## src/rtl/core_pkg.sv

```systemverilog
// Shared encodings and state type for the write-back stage.
package core_pkg;

  // Write-back source select (MemtoReg); the unused code 3 behaves like ALU.
  localparam logic [1:0] MTR_ALU  = 2'd0;
  localparam logic [1:0] MTR_MEM  = 2'd1;
  localparam logic [1:0] MTR_LINK = 2'd2;

  // Next-PC select (Branch).
  localparam logic [1:0] BR_SEQ  = 2'd0;
  localparam logic [1:0] BR_COND = 2'd1;
  localparam logic [1:0] BR_JUMP = 2'd2;
  localparam logic [1:0] BR_JR   = 2'd3;

  // Index of the last UART byte of a word (counter value on the final beat).
  localparam logic [1:0] UART_LAST_BYTE = 2'd3;

  typedef enum logic [1:0] {
    IDLE = 2'd0,
    RECV = 2'd1,
    DONE = 2'd2
  } wb_state_t;

endpackage

```

## src/rtl/write_back_if.sv

```systemverilog
// Bundle between memory_access / UART receiver / register file and write_back.
interface write_back_if #(
  parameter int INST_MEM_WIDTH = 14
);
  // Instruction bundle from memory_access.
  logic                      in_valid;
  logic                      RegWrite;
  logic [1:0]                MemtoReg;
  logic [1:0]                Branch;
  logic                      UARTtoReg;
  logic [31:0]               read_data;
  logic [31:0]               register_data;
  logic [31:0]               alu_result;
  logic [4:0]                rdist;
  logic [25:0]               inst_index;
  logic [INST_MEM_WIDTH-1:0] pc;
  logic [INST_MEM_WIDTH-1:0] pc1;
  logic [INST_MEM_WIDTH-1:0] pc2;
  // UART receive byte stream.
  logic [7:0]                uart_rx_data;
  logic                      uart_rx_valid;
  logic                      uart_rx_ready;
  // Pipeline control and results.
  logic                      stall;
  logic                      reg_we;
  logic [4:0]                reg_waddr;
  logic [31:0]               reg_wdata;
  logic                      pc_valid;
  logic [INST_MEM_WIDTH-1:0] next_pc;

  // Upstream side: drives the bundle and the UART stream, observes results.
  modport master (
    output in_valid, RegWrite, MemtoReg, Branch, UARTtoReg,
    output read_data, register_data, alu_result, rdist, inst_index,
    output pc, pc1, pc2, uart_rx_data, uart_rx_valid,
    input  uart_rx_ready, stall, reg_we, reg_waddr, reg_wdata,
    input  pc_valid, next_pc
  );

  // write_back side.
  modport slave (
    input  in_valid, RegWrite, MemtoReg, Branch, UARTtoReg,
    input  read_data, register_data, alu_result, rdist, inst_index,
    input  pc, pc1, pc2, uart_rx_data, uart_rx_valid,
    output uart_rx_ready, stall, reg_we, reg_waddr, reg_wdata,
    output pc_valid, next_pc
  );

endinterface

```

## src/rtl/write_back_uart_word_assembler.sv

```systemverilog
// Collects four UART bytes (MSB first) into a 32-bit word under valid/ready.
module uart_word_assembler
  import core_pkg::*;
(
  input  logic        clk,
  input  logic        srst,
  input  logic        start,      // clear counter/buffer for a new word
  input  logic        active,     // accepting bytes this cycle
  input  logic [7:0]  rx_data,
  input  logic        rx_valid,
  output logic        rx_ready,
  output logic [31:0] word,       // last completed word, stable until next completes
  output logic        word_done   // the handshake this cycle completes the word
);

  logic [1:0]  cnt_reg;
  logic [23:0] shift_reg;
  logic [31:0] word_reg;
  logic        beat;

  assign rx_ready  = active;
  assign beat      = active && rx_valid;
  assign word_done = beat && (cnt_reg == UART_LAST_BYTE);
  assign word      = word_reg;

  // Shift bytes in; the fourth beat latches the full word so consumers
  // never see a partially assembled value.
  always_ff @(posedge clk) begin
    if (srst) begin
      cnt_reg   <= 2'd0;
      shift_reg <= 24'd0;
      word_reg  <= 32'd0;
    end else if (start) begin
      cnt_reg   <= 2'd0;
      shift_reg <= 24'd0;
    end else if (beat) begin
      shift_reg <= {shift_reg[15:0], rx_data};
      cnt_reg   <= cnt_reg + 2'd1;
      if (cnt_reg == UART_LAST_BYTE) begin
        word_reg <= {shift_reg, rx_data};
      end
    end
  end

endmodule

```

## src/rtl/write_back.sv

```systemverilog
// Final pipeline stage: selects register write-back data and the next PC,
// with an optional four-byte UART receive that stalls the pipeline.
module write_back #(
  parameter int INST_MEM_WIDTH = 14
) (
  input  logic       CLK,
  input  logic       reset,
  write_back_if.slave bus
);
  import core_pkg::*;

  wb_state_t                 state_reg;
  wb_state_t                 state_next;
  logic                      retire;
  logic                      stall;
  logic                      asm_start;
  logic                      asm_active;
  logic                      word_done;
  logic [31:0]               uart_word;
  logic [31:0]               wdata_sel;
  logic [INST_MEM_WIDTH-1:0] pc_sel;

  logic                      reg_we_reg;
  logic [4:0]                reg_waddr_reg;
  logic [31:0]               reg_wdata_reg;
  logic                      pc_valid_reg;
  logic [INST_MEM_WIDTH-1:0] next_pc_reg;

  uart_word_assembler u_asm (
    .clk       (CLK),
    .srst      (reset),
    .start     (asm_start),
    .active    (asm_active),
    .rx_data   (bus.uart_rx_data),
    .rx_valid  (bus.uart_rx_valid),
    .rx_ready  (bus.uart_rx_ready),
    .word      (uart_word),
    .word_done (word_done)
  );

  // State register.
  always_ff @(posedge CLK) begin
    if (reset) begin
      state_reg <= IDLE;
    end else begin
      state_reg <= state_next;
    end
  end

  // Next-state, stall and retire decode.
  always_comb begin
    state_next = state_reg;
    retire     = 1'b0;
    stall      = 1'b0;
    asm_start  = 1'b0;
    asm_active = 1'b0;
    case (state_reg)
      IDLE: begin
        if (bus.in_valid) begin
          if (bus.UARTtoReg) begin
            state_next = RECV;
            asm_start  = 1'b1;
            stall      = 1'b1;
          end else begin
            retire = 1'b1;
          end
        end
      end
      RECV: begin
        asm_active = 1'b1;
        stall      = 1'b1;
        if (word_done) begin
          state_next = DONE;
        end
      end
      DONE: begin
        // Upstream still holds the bundle here; stall drops so it advances on this edge.
        retire     = 1'b1;
        state_next = IDLE;
      end
      default: begin
        state_next = IDLE;
      end
    endcase
  end

  // Write-back data select; the UART word wins over MemtoReg.
  always_comb begin
    wdata_sel = bus.alu_result;
    if (state_reg == DONE) begin
      wdata_sel = uart_word;
    end else begin
      case (bus.MemtoReg)
        MTR_MEM:  wdata_sel = bus.read_data;
        MTR_LINK: wdata_sel = 32'(bus.pc1);
        default:  wdata_sel = bus.alu_result;
      endcase
    end
  end

  // Next-PC select; targets are truncated to the instruction address width.
  always_comb begin
    pc_sel = bus.pc1;
    case (bus.Branch)
      BR_COND: pc_sel = bus.alu_result[0] ? bus.pc2 : bus.pc1;
      BR_JUMP: pc_sel = bus.inst_index[INST_MEM_WIDTH-1:0];
      BR_JR:   pc_sel = bus.register_data[INST_MEM_WIDTH-1:0];
      default: pc_sel = bus.pc1;
    endcase
  end

  // Registered retire outputs; writes to $zero are suppressed.
  always_ff @(posedge CLK) begin
    if (reset) begin
      reg_we_reg    <= 1'b0;
      reg_waddr_reg <= 5'd0;
      reg_wdata_reg <= 32'd0;
      pc_valid_reg  <= 1'b0;
      next_pc_reg   <= '0;
    end else begin
      reg_we_reg   <= retire && bus.RegWrite && (bus.rdist != 5'd0);
      pc_valid_reg <= retire;
      if (retire) begin
        reg_waddr_reg <= bus.rdist;
        reg_wdata_reg <= wdata_sel;
        next_pc_reg   <= pc_sel;
      end
    end
  end

  assign bus.stall     = stall;
  assign bus.reg_we    = reg_we_reg;
  assign bus.reg_waddr = reg_waddr_reg;
  assign bus.reg_wdata = reg_wdata_reg;
  assign bus.pc_valid  = pc_valid_reg;
  assign bus.next_pc   = next_pc_reg;

endmodule

```

## src/flat_wrapper.sv

```systemverilog
// flat-port wrapper written by rule: the top's interface ports become plain ports
module write_back_flat import core_pkg::*;
#(
  parameter int INST_MEM_WIDTH = 14
)
  (CLK, reset, bus_in_valid, bus_RegWrite, bus_MemtoReg, bus_Branch, bus_UARTtoReg, bus_read_data, bus_register_data, bus_alu_result, bus_rdist, bus_inst_index, bus_pc, bus_pc1, bus_pc2, bus_uart_rx_data, bus_uart_rx_valid, bus_uart_rx_ready, bus_stall, bus_reg_we, bus_reg_waddr, bus_reg_wdata, bus_pc_valid, bus_next_pc);
  write_back_if #(.INST_MEM_WIDTH(INST_MEM_WIDTH)) bus_i ();
  input  logic CLK;
  input  logic reset;
  input wire logic [$bits(bus_i.in_valid)-1:0] bus_in_valid;
  input wire logic [$bits(bus_i.RegWrite)-1:0] bus_RegWrite;
  input wire logic [$bits(bus_i.MemtoReg)-1:0] bus_MemtoReg;
  input wire logic [$bits(bus_i.Branch)-1:0] bus_Branch;
  input wire logic [$bits(bus_i.UARTtoReg)-1:0] bus_UARTtoReg;
  input wire logic [$bits(bus_i.read_data)-1:0] bus_read_data;
  input wire logic [$bits(bus_i.register_data)-1:0] bus_register_data;
  input wire logic [$bits(bus_i.alu_result)-1:0] bus_alu_result;
  input wire logic [$bits(bus_i.rdist)-1:0] bus_rdist;
  input wire logic [$bits(bus_i.inst_index)-1:0] bus_inst_index;
  input wire logic [$bits(bus_i.pc)-1:0] bus_pc;
  input wire logic [$bits(bus_i.pc1)-1:0] bus_pc1;
  input wire logic [$bits(bus_i.pc2)-1:0] bus_pc2;
  input wire logic [$bits(bus_i.uart_rx_data)-1:0] bus_uart_rx_data;
  input wire logic [$bits(bus_i.uart_rx_valid)-1:0] bus_uart_rx_valid;
  output wire logic [$bits(bus_i.uart_rx_ready)-1:0] bus_uart_rx_ready;
  output wire logic [$bits(bus_i.stall)-1:0] bus_stall;
  output wire logic [$bits(bus_i.reg_we)-1:0] bus_reg_we;
  output wire logic [$bits(bus_i.reg_waddr)-1:0] bus_reg_waddr;
  output wire logic [$bits(bus_i.reg_wdata)-1:0] bus_reg_wdata;
  output wire logic [$bits(bus_i.pc_valid)-1:0] bus_pc_valid;
  output wire logic [$bits(bus_i.next_pc)-1:0] bus_next_pc;
  assign bus_i.in_valid = bus_in_valid;
  assign bus_i.RegWrite = bus_RegWrite;
  assign bus_i.MemtoReg = bus_MemtoReg;
  assign bus_i.Branch = bus_Branch;
  assign bus_i.UARTtoReg = bus_UARTtoReg;
  assign bus_i.read_data = bus_read_data;
  assign bus_i.register_data = bus_register_data;
  assign bus_i.alu_result = bus_alu_result;
  assign bus_i.rdist = bus_rdist;
  assign bus_i.inst_index = bus_inst_index;
  assign bus_i.pc = bus_pc;
  assign bus_i.pc1 = bus_pc1;
  assign bus_i.pc2 = bus_pc2;
  assign bus_i.uart_rx_data = bus_uart_rx_data;
  assign bus_i.uart_rx_valid = bus_uart_rx_valid;
  assign bus_uart_rx_ready = bus_i.uart_rx_ready;
  assign bus_stall = bus_i.stall;
  assign bus_reg_we = bus_i.reg_we;
  assign bus_reg_waddr = bus_i.reg_waddr;
  assign bus_reg_wdata = bus_i.reg_wdata;
  assign bus_pc_valid = bus_i.pc_valid;
  assign bus_next_pc = bus_i.next_pc;
  write_back #(.INST_MEM_WIDTH(INST_MEM_WIDTH)) u_core (.CLK(CLK), .reset(reset), .bus(bus_i));
endmodule
```

## config.mk

```make
export PLATFORM = sky130hd
export DESIGN_NAME = write_back_flat
export DESIGN_NICKNAME = d
export VERILOG_FILES = /design/src/rtl/core_pkg.sv /design/src/rtl/write_back_if.sv /design/src/rtl/write_back_uart_word_assembler.sv /design/src/rtl/write_back.sv /design/src/flat_wrapper.sv
export SDC_FILE = /design/constraint.sdc
export NUM_CORES = 1
export LEC_CHECK = 0
export ABC_AREA = 1
export ABC_CLOCK_PERIOD_IN_PS = 1500
export CELL_PAD_IN_SITES_DETAIL_PLACEMENT = 0
export CELL_PAD_IN_SITES_GLOBAL_PLACEMENT = 1
export CORE_MARGIN = 8
export CORE_UTILIZATION = 28
export CTS_CLUSTER_DIAMETER = 50
export CTS_CLUSTER_SIZE = 12
export DETAILED_ROUTE_END_ITERATION = 10
export PLACE_DENSITY = 0.85
export SLEW_MARGIN = 10
export SYNTH_ARGS = -nofsm -noshare
export SYNTH_HDL_FRONTEND = slang
export SYNTH_SLANG_ARGS = --single-unit
```

## constraint.sdc

```tcl
create_clock -name CLK -period 1.5 [get_ports CLK]
set_input_delay 0.15 -clock CLK [delete_from_list [all_inputs] [get_ports CLK]]
set_output_delay 0.15 -clock CLK [all_outputs]
set_load 0.005 [all_outputs]
```

==> impl_metrics.ini <==
[grt]
globalRouteOverflowTotal = 0
first_global_vias = 5906
grtUsageTotal = 0.166
antenna_found_initial = 0
grt_pass1_wl_mm = 32.2
grt_max_degree = 37

[logic_synthesis]
synth_cell_types = 25
ys_seq_area_frac = 0.412
syn_nets = 1048
synth.cell_area_um2 = 5490
yosysTopAreaCellShare = 0.412
synth.largest_area_cell = dfxtp_1
synth_flop_cell = dfxtp_1
synth_edf_count = 0
syn_area_per_cell_um2 = 6.39
synth-seq-cells = 113
async_reset_ff_frac = 0
synth_cells = 858
netlist_top_cells_area = dfxtp_1 (41%), nand2_1 (18%), nor2_1 (8.8%), nand3_1 (6.5%), a21oi_1 (6.0%)
synth_warnings = 0

[setup_path]
crit_buf_inv = 1
slowest_stage = clkdlybuf4s50_1
crit_chain = clkdlybuf4s50_1
crit_family = buffers and inverters
arrival_ps = 1300
crit_fanout = 2
end_kind = output pin
path_class = register to output pin
startpoint_type = register
critPathLaunch = u_core.bus.reg_wdata[9]
r2r_start = u_core.state_reg[0]
critical-path-max-stage-delay_ps = 550
worstPathRequired_ps = 1350

[cts]
cts_tree = done
cts_buffers = 17
cts_sinks = 113
cts_buffer_depth = 2
path_clk_slew_ps = 60
clk_latency_ps = 410
clockRootBuffer = clkbuf_16
h-tree-depth = 4

[placement]
dp_cells = 1314
detailed_place_hpwl_mm = 15.4
io_buffers = 197
globalplace.congestion = 0.830
post_dp_cell_area_um2 = 8010
place_worst_setup_slack_ps = -366

[layout]
num_antenna_cells = 0
mostFrequentLayoutCells = nand2_1 (269), clkdlybuf4s50_1 (189), nor2_1 (128), dfxtp_1 (111), nand3_1 (70)
syn2layout_area_growth_pct = 57.7
fill_cells = 2002
fin_area_um2 = 8650
final_common_cell = nand2_1
fin_cells = 1349
nets = 1261
final_util = 0.447
layout-drive-gt1-share = 0.0895

[die]
initial_core_util = 0.284
rows = 51
core_area_um2 = 19300
design.die.area_um2 = 24300
die_h_um = 156
ios = 242
die_x_um = 156

[routing]
drc = 0
wl_mm = 20.3
routed_via_density = 4.46
vias = 6021
routedWlPerCell_um = 15.0
drtPass1Iterations = 5
drt_iter0_drc = 446
drtAntennaViolNets = 0

[sta]
whs_ps = 272
fin_skew_ps = 10.8
maxSlewHeadroom = 0.684
setup-violations-final = 0
post-route-period-util = 0.969
fin_crit_ps = 1450
worst_pin_slew_ps = 474
slew_violations = 0
hold_viol = 0
fin_ws_ps = 47.2
max_freq_ghz = 0.688

[power]
leakage_nw = 3.86
ir_worst_vdd_mv = 0.827
p_per_area_nw_per_um2 = 970

[run]
cap_violations = 0

[status]
outcome = finished clean

[hold_path]
holdCritPathClass = primary input to register
min_from = bus_RegWrite
[synth_stat cells (2+ instances only)]
cell type / instances
a211oi_1: 14
a21oi_1: 66
buf_1: 2
buf_2: 36
buf_4: 3
clkbuf_1: 8
dfxtp_1: 113
ha_1: 3
inv_1: 69
inv_2: 6
nand2_1: 270
nand2_2: 2
nand3_1: 71
nor2_1: 129
nor2_2: 4
nor3_1: 10
o21ai_0: 30
o21ai_1: 15
[path summary, 6_finish.rpt]
kind	to	slack, ps	cells past startpoint
worst max register to register	u_core.bus.reg_we	140	9
worst min register to register	u_core.u_asm.word[31]	450	2
worst min-delay path	u_core.bus.reg_we	270	3
worst max-delay path	bus_reg_wdata[9]	50	1
[where the power goes]
group | switching, W | total [W] | internal, W
logic | 0.000623 | 0.00138 | 0.000758
registers | 0.0000552 | 0.00316 | 0.00311
clock network | 0.00147 | 0.00385 | 0.00238
[layer usage]
layer / routed length, um / vias to the layer above / GRT usage / part of all wire
met5: 0 / - / 0 / 0
met4: 150 / 0 / 0.0374 / 0.0074
met3: 1200 / 11 / 0.0482 / 0.059
met2: 9700 / 131 / 0.272 / 0.48
met1: 9210 / 2742 / 0.211 / 0.45
li1: - / 3137 / - / -
[layout make-up]
class / instances / area [um^2] / share of cell area
Inverter: 77 / 292 / 0.0337
Tap cell: 265 / 332 / 0.0383
Clock buffer: 22 / 464 / 0.0537
Timing Repair Buffer: 243 / 2480 / 0.286
Multi-Input combinational cell: 619 / 2720 / 0.314
Clock inverter: 10 / 104 / 0.0120
Sequential cell: 113 / 2270 / 0.262
[per-stage QoR]
step	power [W]	TNS [ps]
4_1_cts	0.00847	0
6_report	0.00839	0
3_5_place_dp	0.00460	-10650
3_3_place_gp	0.00460	-9070
5_1_grt	0.00880	-35.7
2_1_floorplan	0.00378	0
[what timing repair did]
| action | in CTS | in global routing |
|---|---|---|
| pin swaps | 1 | 2 |
| endpoints found under the setup margin | 2 | 35 |
| cloned | 0 | 1 |
| gates resized for setup | 6 | 13 |
| hold buffers | 0 | 0 |
| buffers inserted | 2 | 0 |
[logic make-up (layout without fill, tap and decap cells)]
kind of cell,after synthesis,count (layout),share of synthesized area
and+or+nand+nor,490,490,0.362
adders and majority gates,3,3,0.00684
buffers and inverters,126,352,0.0969
AOI/OAI and AO/OA,125,125,0.120
xor gates and xnor gates,1,1,0.00160
DFF,113,113,0.412
(Power assumes the default switching activity.)
==> RTL change 1: new RTL, config.mk and constraints unchanged <==
`INST_MEM_WIDTH` is set to 14 in 3 places; all go to 16.
--- a/src/rtl/write_back_if.sv
+++ b/src/rtl/write_back_if.sv
@@ -1,5 +1,5 @@
 // Bundle between memory_access / UART receiver / register file and write_back.
 interface write_back_if #(
-  parameter int INST_MEM_WIDTH = 14
+  parameter int INST_MEM_WIDTH = 16
 );
   // Instruction bundle from memory_access.
--- a/src/rtl/write_back.sv
+++ b/src/rtl/write_back.sv
@@ -2,5 +2,5 @@
 // with an optional four-byte UART receive that stalls the pipeline.
 module write_back #(
-  parameter int INST_MEM_WIDTH = 14
+  parameter int INST_MEM_WIDTH = 16
 ) (
   input  logic       CLK,
--- a/src/flat_wrapper.sv
+++ b/src/flat_wrapper.sv
@@ -2,5 +2,5 @@
 module write_back_flat import core_pkg::*;
 #(
-  parameter int INST_MEM_WIDTH = 14
+  parameter int INST_MEM_WIDTH = 16
 )
   (CLK, reset, bus_in_valid, bus_RegWrite, bus_MemtoReg, bus_Branch, bus_UARTtoReg, bus_read_data, bus_register_data, bus_alu_result, bus_rdist, bus_inst_index, bus_pc, bus_pc1, bus_pc2, bus_uart_rx_data, bus_uart_rx_valid, bus_uart_rx_ready, bus_stall, bus_reg_we, bus_reg_waddr, bus_reg_wdata, bus_pc_valid, bus_next_pc);
Interface: changed (resized bus_next_pc, bus_pc, bus_pc1 and bus_pc2); port bits go from 242 to 250. No check against the original RTL was run, so the function may have changed too.
==> RTL change 1 against the unedited design <==
  * Critical path depth unchanged
  * Cell area up 3.5%
  * Routed wire length rose by 5.4%
  * Synthesized area increased by 3.3%
  * Power increased by 1.6%
  * First-iteration DRC count decreased by 19%
  * Die area increased by 3.0%
  * Sequential cell count grew 2
  * Worst setup slack better by 0.0081 ns
  * Via count increased by 5.6%
  * Clock skew shrank 0.0048 ns
  * Sequential power increased by 2%
  * Critical endpoint is now bus_next_pc[11]
  * Largest power group unchanged
==> RTL change 1: results (changes against the unedited design) <==
grt_max_degree: 38  # +2.7%
synth_top_flop_cell: "dfxtp_1"
synth_area_leaders: "dfxtp_1, nand2_1, nor2_1, a21oi_1, nand3_1"
grt_pass1_vias: 5994  # +1.5%
min_path_type: "input port to register"
grt_usage_pct: 16.9  # +0.29 points
portBuffers: 207  # +5.1%
synth-async-reset-ratio_pct: 0  # unchanged
dp_hpwl_um: 16500  # +6.9%
htreeDepth: 4  # unchanged
crit_slowest_cell: "clkdlybuf4s50_1"
status: "completed"
ys_top_cells_by_count: "nand2_1, nor2_1, dfxtp_1, a21oi_1, inv_1"
path_clk_slew_ns: 0.06  # about the same
worst_clock_skew_ns: 0.00600  # -0.00484 ns
final_nets: 1316  # +4.4%
tightestPinTransition_ns: 0.410  # -0.0637 ns
wl_per_cell_um: 15.2  # +1.3%
path_max_fanout: 2  # unchanged
routed_via_density: 4.53  # +1.4%
max-vdd-ir-drop_v: 0.000575  # -31%
overflow: 0  # unchanged
place_congestion: 0.857  # +3.3%
arrival_ns: 1.29
leakage_uw: 0.00401  # +3.7%
synth_cell_types: 23  # -8.0%
grt_pass1_wl_um: 32600  # +1.3%
drive_gt1_share_pct: 9.18  # +0.23 points
p_switching_uw: 2190  # +2.0%
antenna_found_initial: 1  # +1
n_fill_cell: 2106  # +5.2%
cts-root-buf: "clkbuf_16"
cts_buffers: 17  # unchanged
seq_area_frac_synth_pct: 40.6  # -0.61 points
drtIter0Drc: 363  # -19%
clockBufferDepth: 2  # unchanged
cp_slowest_stage_delay_ns: 0.53  # -0.02 ns
cp_top_family: "buffers and inverters"
drt_first_pass_iters: 5  # unchanged
clkLatencyLatePin_ns: 0.41  # about the same
synth_fp_nets: 1093  # +4.3%
==> RTL change 1: changes by cell type after synthesis, moves of 5 or more <==
cell,delta
nand2_1,+8
nor3_1,-9
o21ai_1,+7
a21oi_1,+13
clkbuf_1,+12
buf_2,-5
inv_1,+9
==> RTL change 1: cell type report <==
type	instances	share of cell area [%]
Clock buffer	20	5.10
Tap cell	270	3.77
Inverter	84	3.52
Sequential cell	115	25.8
Multi-Input combinational cell	642	31.3
Antenna cell	1	0.0280
Clock inverter	12	1.20
Timing Repair Buffer	260	29.3
==> RTL change 1: cell families (layout without fill, tap and decap cells) <==
group,after synthesis,count (layout),share of synthesized area (%)
DFF,115,115,40.6
AOI/OAI and AO/OA,149,149,13.8
buffers and inverters,140,376,10.3
adders and majority gates,3,3,0.662
and+or+nand+nor,490,490,34.7
other,0,1,0
==> RTL change 1: power groups by stage <==
stage          Combinational, uW  Sequential (uW)  Clock [uW]
5_1_grt                     1620             3240        4080
6_report                    1470             3220        3830
2_1_floorplan                581             3290           0
4_1_cts                     1480             3220        3900
3_5_place_dp                1470             3290           0
3_3_place_gp                1470             3290           0
==> RTL change 1: metrics by stage <==
stage,cells,instance area (um^2),setup TNS [ns],worst slack [ns]
finish,1404,8950,0,0.0553
global route,1404,8950,0,0.00553
CTS,1402,8910,0,0.000942
detailed placement,1368,8320,-12.44,-0.384
global placement,1368,8320,-11.58,-0.341
floorplan,897,5670,0,0.210
==> RTL change 1: final timing paths <==
path                            cells after the start                       end  slack (ns)                   start
worst max-delay path                                1           bus_next_pc[11]        0.06  u_core.bus.next_pc[11]
worst min-delay path                                3         u_core.bus.reg_we        0.29            bus_RegWrite
worst max register to register                      8  u_core.bus.reg_wdata[22]        0.11     u_core.state_reg[0]
worst min register to register                      2     u_core.u_asm.word[30]        0.45   u_core.u_asm.word[30]
==> RTL change 1: what timing repair did <==
item                       in CTS  in global routing
pin swaps                       0                  1
buffers inserted                2                  1
setup endpoints to repair       4                 42
resized for setup               8                 16
==> RTL change 1: routing by layer <==
layer / GRT usage [%] / routed length (um)
met5: 0 / 0
met3: 4.02 / 1430
met4: 7.86 / 530
met1: 20.8 / 9350
met2: 27.5 / 10000
==> RTL change 2: new RTL, same flow settings <==
Made on the original files. Re-encode `wb_state_t` (3 states) as one-hot, 3 bits wide.
--- a/src/rtl/core_pkg.sv
+++ b/src/rtl/core_pkg.sv
@@ -16,8 +16,8 @@
   localparam logic [1:0] UART_LAST_BYTE = 2'd3;
 
-  typedef enum logic [1:0] {
-    IDLE = 2'd0,
-    RECV = 2'd1,
-    DONE = 2'd2
+  typedef enum logic [2:0] {
+    IDLE = 3'b001,
+    RECV = 3'b010,
+    DONE = 3'b100
   } wb_state_t;
 
Behaviour: no difference found for any inputs over 10 cycles, from zero or initial values and one cycle with reset high; not proved beyond that.
==> RTL change 2 against the unedited design <==
  * Cell area is 1.6% higher
  * Largest cell class unchanged
  * Largest power group unchanged
  * Sequential cell count is 1 higher
  * Power is 3.5% higher
  * Via count is 4.5% higher
  * Maximum frequency is 0.22% lower
  * Global-route usage is 0.12 points lower
  * Critical path depth stayed put
  * Combinational power is 7% lower
  * Utilization is 0.29 points higher
  * Sequential share of layout area is 0.18 points lower
  * Worst setup slack worse by 0.0032 ns
  * Synthesized area is 1.9% higher
  * Routed wire length is 8.3% higher
  * Critical path type unchanged
==> RTL change 2: results (changes against the unedited design) <==
r2r_end: "u_core.u_asm.word[14]"
r2r.worst_path.cells: 7  # -2
use_met1_pct: 21.3  # +0.18 points
n_fill_cell: 1993  # -0.45%
use_met2_pct: 26.8  # -0.44 points
min_from: "bus_rdist[1]"
drive_gt1_share_pct: 8.69  # -0.26 points
whs_ns: 0.327  # +0.0546 ns
final_nets: 1247  # -1.1%
post-place-ws_ns: -0.663  # -0.297 ns
max-vdd-ir-drop_v: 0.000634  # -23%
buffer_area_share_pct: 27.8  # -0.84 points
multi_input_area_mm2: 0.00287  # +5.7%
routed_via_density: 4.71  # +5.5%
worst_clock_skew_ns: 0.0101  # -0.000689 ns
place_congestion: 0.857  # +3.2%
regArea_mm2: 0.00229  # +0.94%
status: "completed"
startpoint: "u_core.bus.reg_wdata[13]"
clkCellAreaFrac_pct: 7.12  # +0.55 points
ys_top_cells_by_count: "nand2_1, nand3_1, dfxtp_1, a21oi_1, inv_1"
finalCritPeriodShare_pct: 97.1  # +0.22 points
relSlewSlack_pct: 54.8  # -14 points
cts.sinks: 114  # +0.88%
min_path_type: "input port to register"
seq_area_frac_synth_pct: 40.8  # -0.42 points
wl_um: 22000  # +8.3%
met2_wirelength_um: 10200  # +5.6%
insertedDiodeCount: 1  # +1
synth_fp_nets: 1054  # +0.57%
grt_max_degree: 47  # +27%
drtIter0Drc: 476  # +6.7%
timing.rr.start: "u_core.state_reg[0]"
cp_top_family: "buffers and inverters"
dp_hpwl_um: 15500  # +0.25%
grt_pass1_wl_um: 32000  # -0.43%
holdPathEnd: "u_core.bus.reg_waddr[1]"
synth_cell_types: 26  # +4.0%
r2r_slack_ns: 0.06  # -0.08 ns
maxUsedRoutingLayer: "met4"
leakage_uw: 0.00365  # -5.6%
grt_usage_pct: 16.5  # -0.12 points
met1_length_um: 10000  # +8.8%
synth_top_flop_cell: "dfxtp_1"
grt_pass1_vias: 5998  # +1.6%
multi_input_cells: 630  # +1.8%
cts_buffers: 17  # unchanged
n_all_buffers: 233  # -4.1%
synth_area_leaders: "dfxtp_1, nand2_1, nand3_1, a21oi_1, inv_1"
wl_met3_um: 1260  # +5.0%
grt_use_met3_pct: 3.67  # -1.1 points
synth-async-reset-ratio_pct: 0  # unchanged
path_max_fanout: 2  # unchanged
clockBufferCount: 19  # -14%
crit_end: "bus_reg_wdata[13]"
inv_count: 61  # -21%
[RTL change 2: report_power, final]
group | internal, uW | switching [uW]
sequential | 3100 | 40.5
combinational | 689 | 597
clock | 2730 | 1530
[RTL change 2: repair_timing]
item,in CTS,in global routing
gates cloned,1,5
setup endpoints to repair,53,82
resized for setup,19,15
pin swaps,8,7
buffers inserted,0,2
[RTL change 2: cell families (layout without fill, tap and decap cells)]
| group | after synthesis | count (layout) | share of synthesized area [%] |
|---|---|---|---|
| flip-flops | 114 | 114 | 40.8 |
| XOR/XNOR | 1 | 1 | 0.157 |
| buffers and inverters | 123 | 326 | 9.42 |
| AO/OA/AOI/OAI | 75 | 75 | 7.41 |
| AND/OR/NAND/NOR | 548 | 551 | 41.5 |
| other | 0 | 1 | 0 |
| adder cells (fa/ha/maj) | 3 | 3 | 0.671 |
[RTL change 2: through the flow]
step,instance area (um^2),std cells
floorplan,5590,864
global placement,7950,1295
detailed placement,7950,1295
CTS,8620,1328
global route,8790,1335
finish,8790,1336
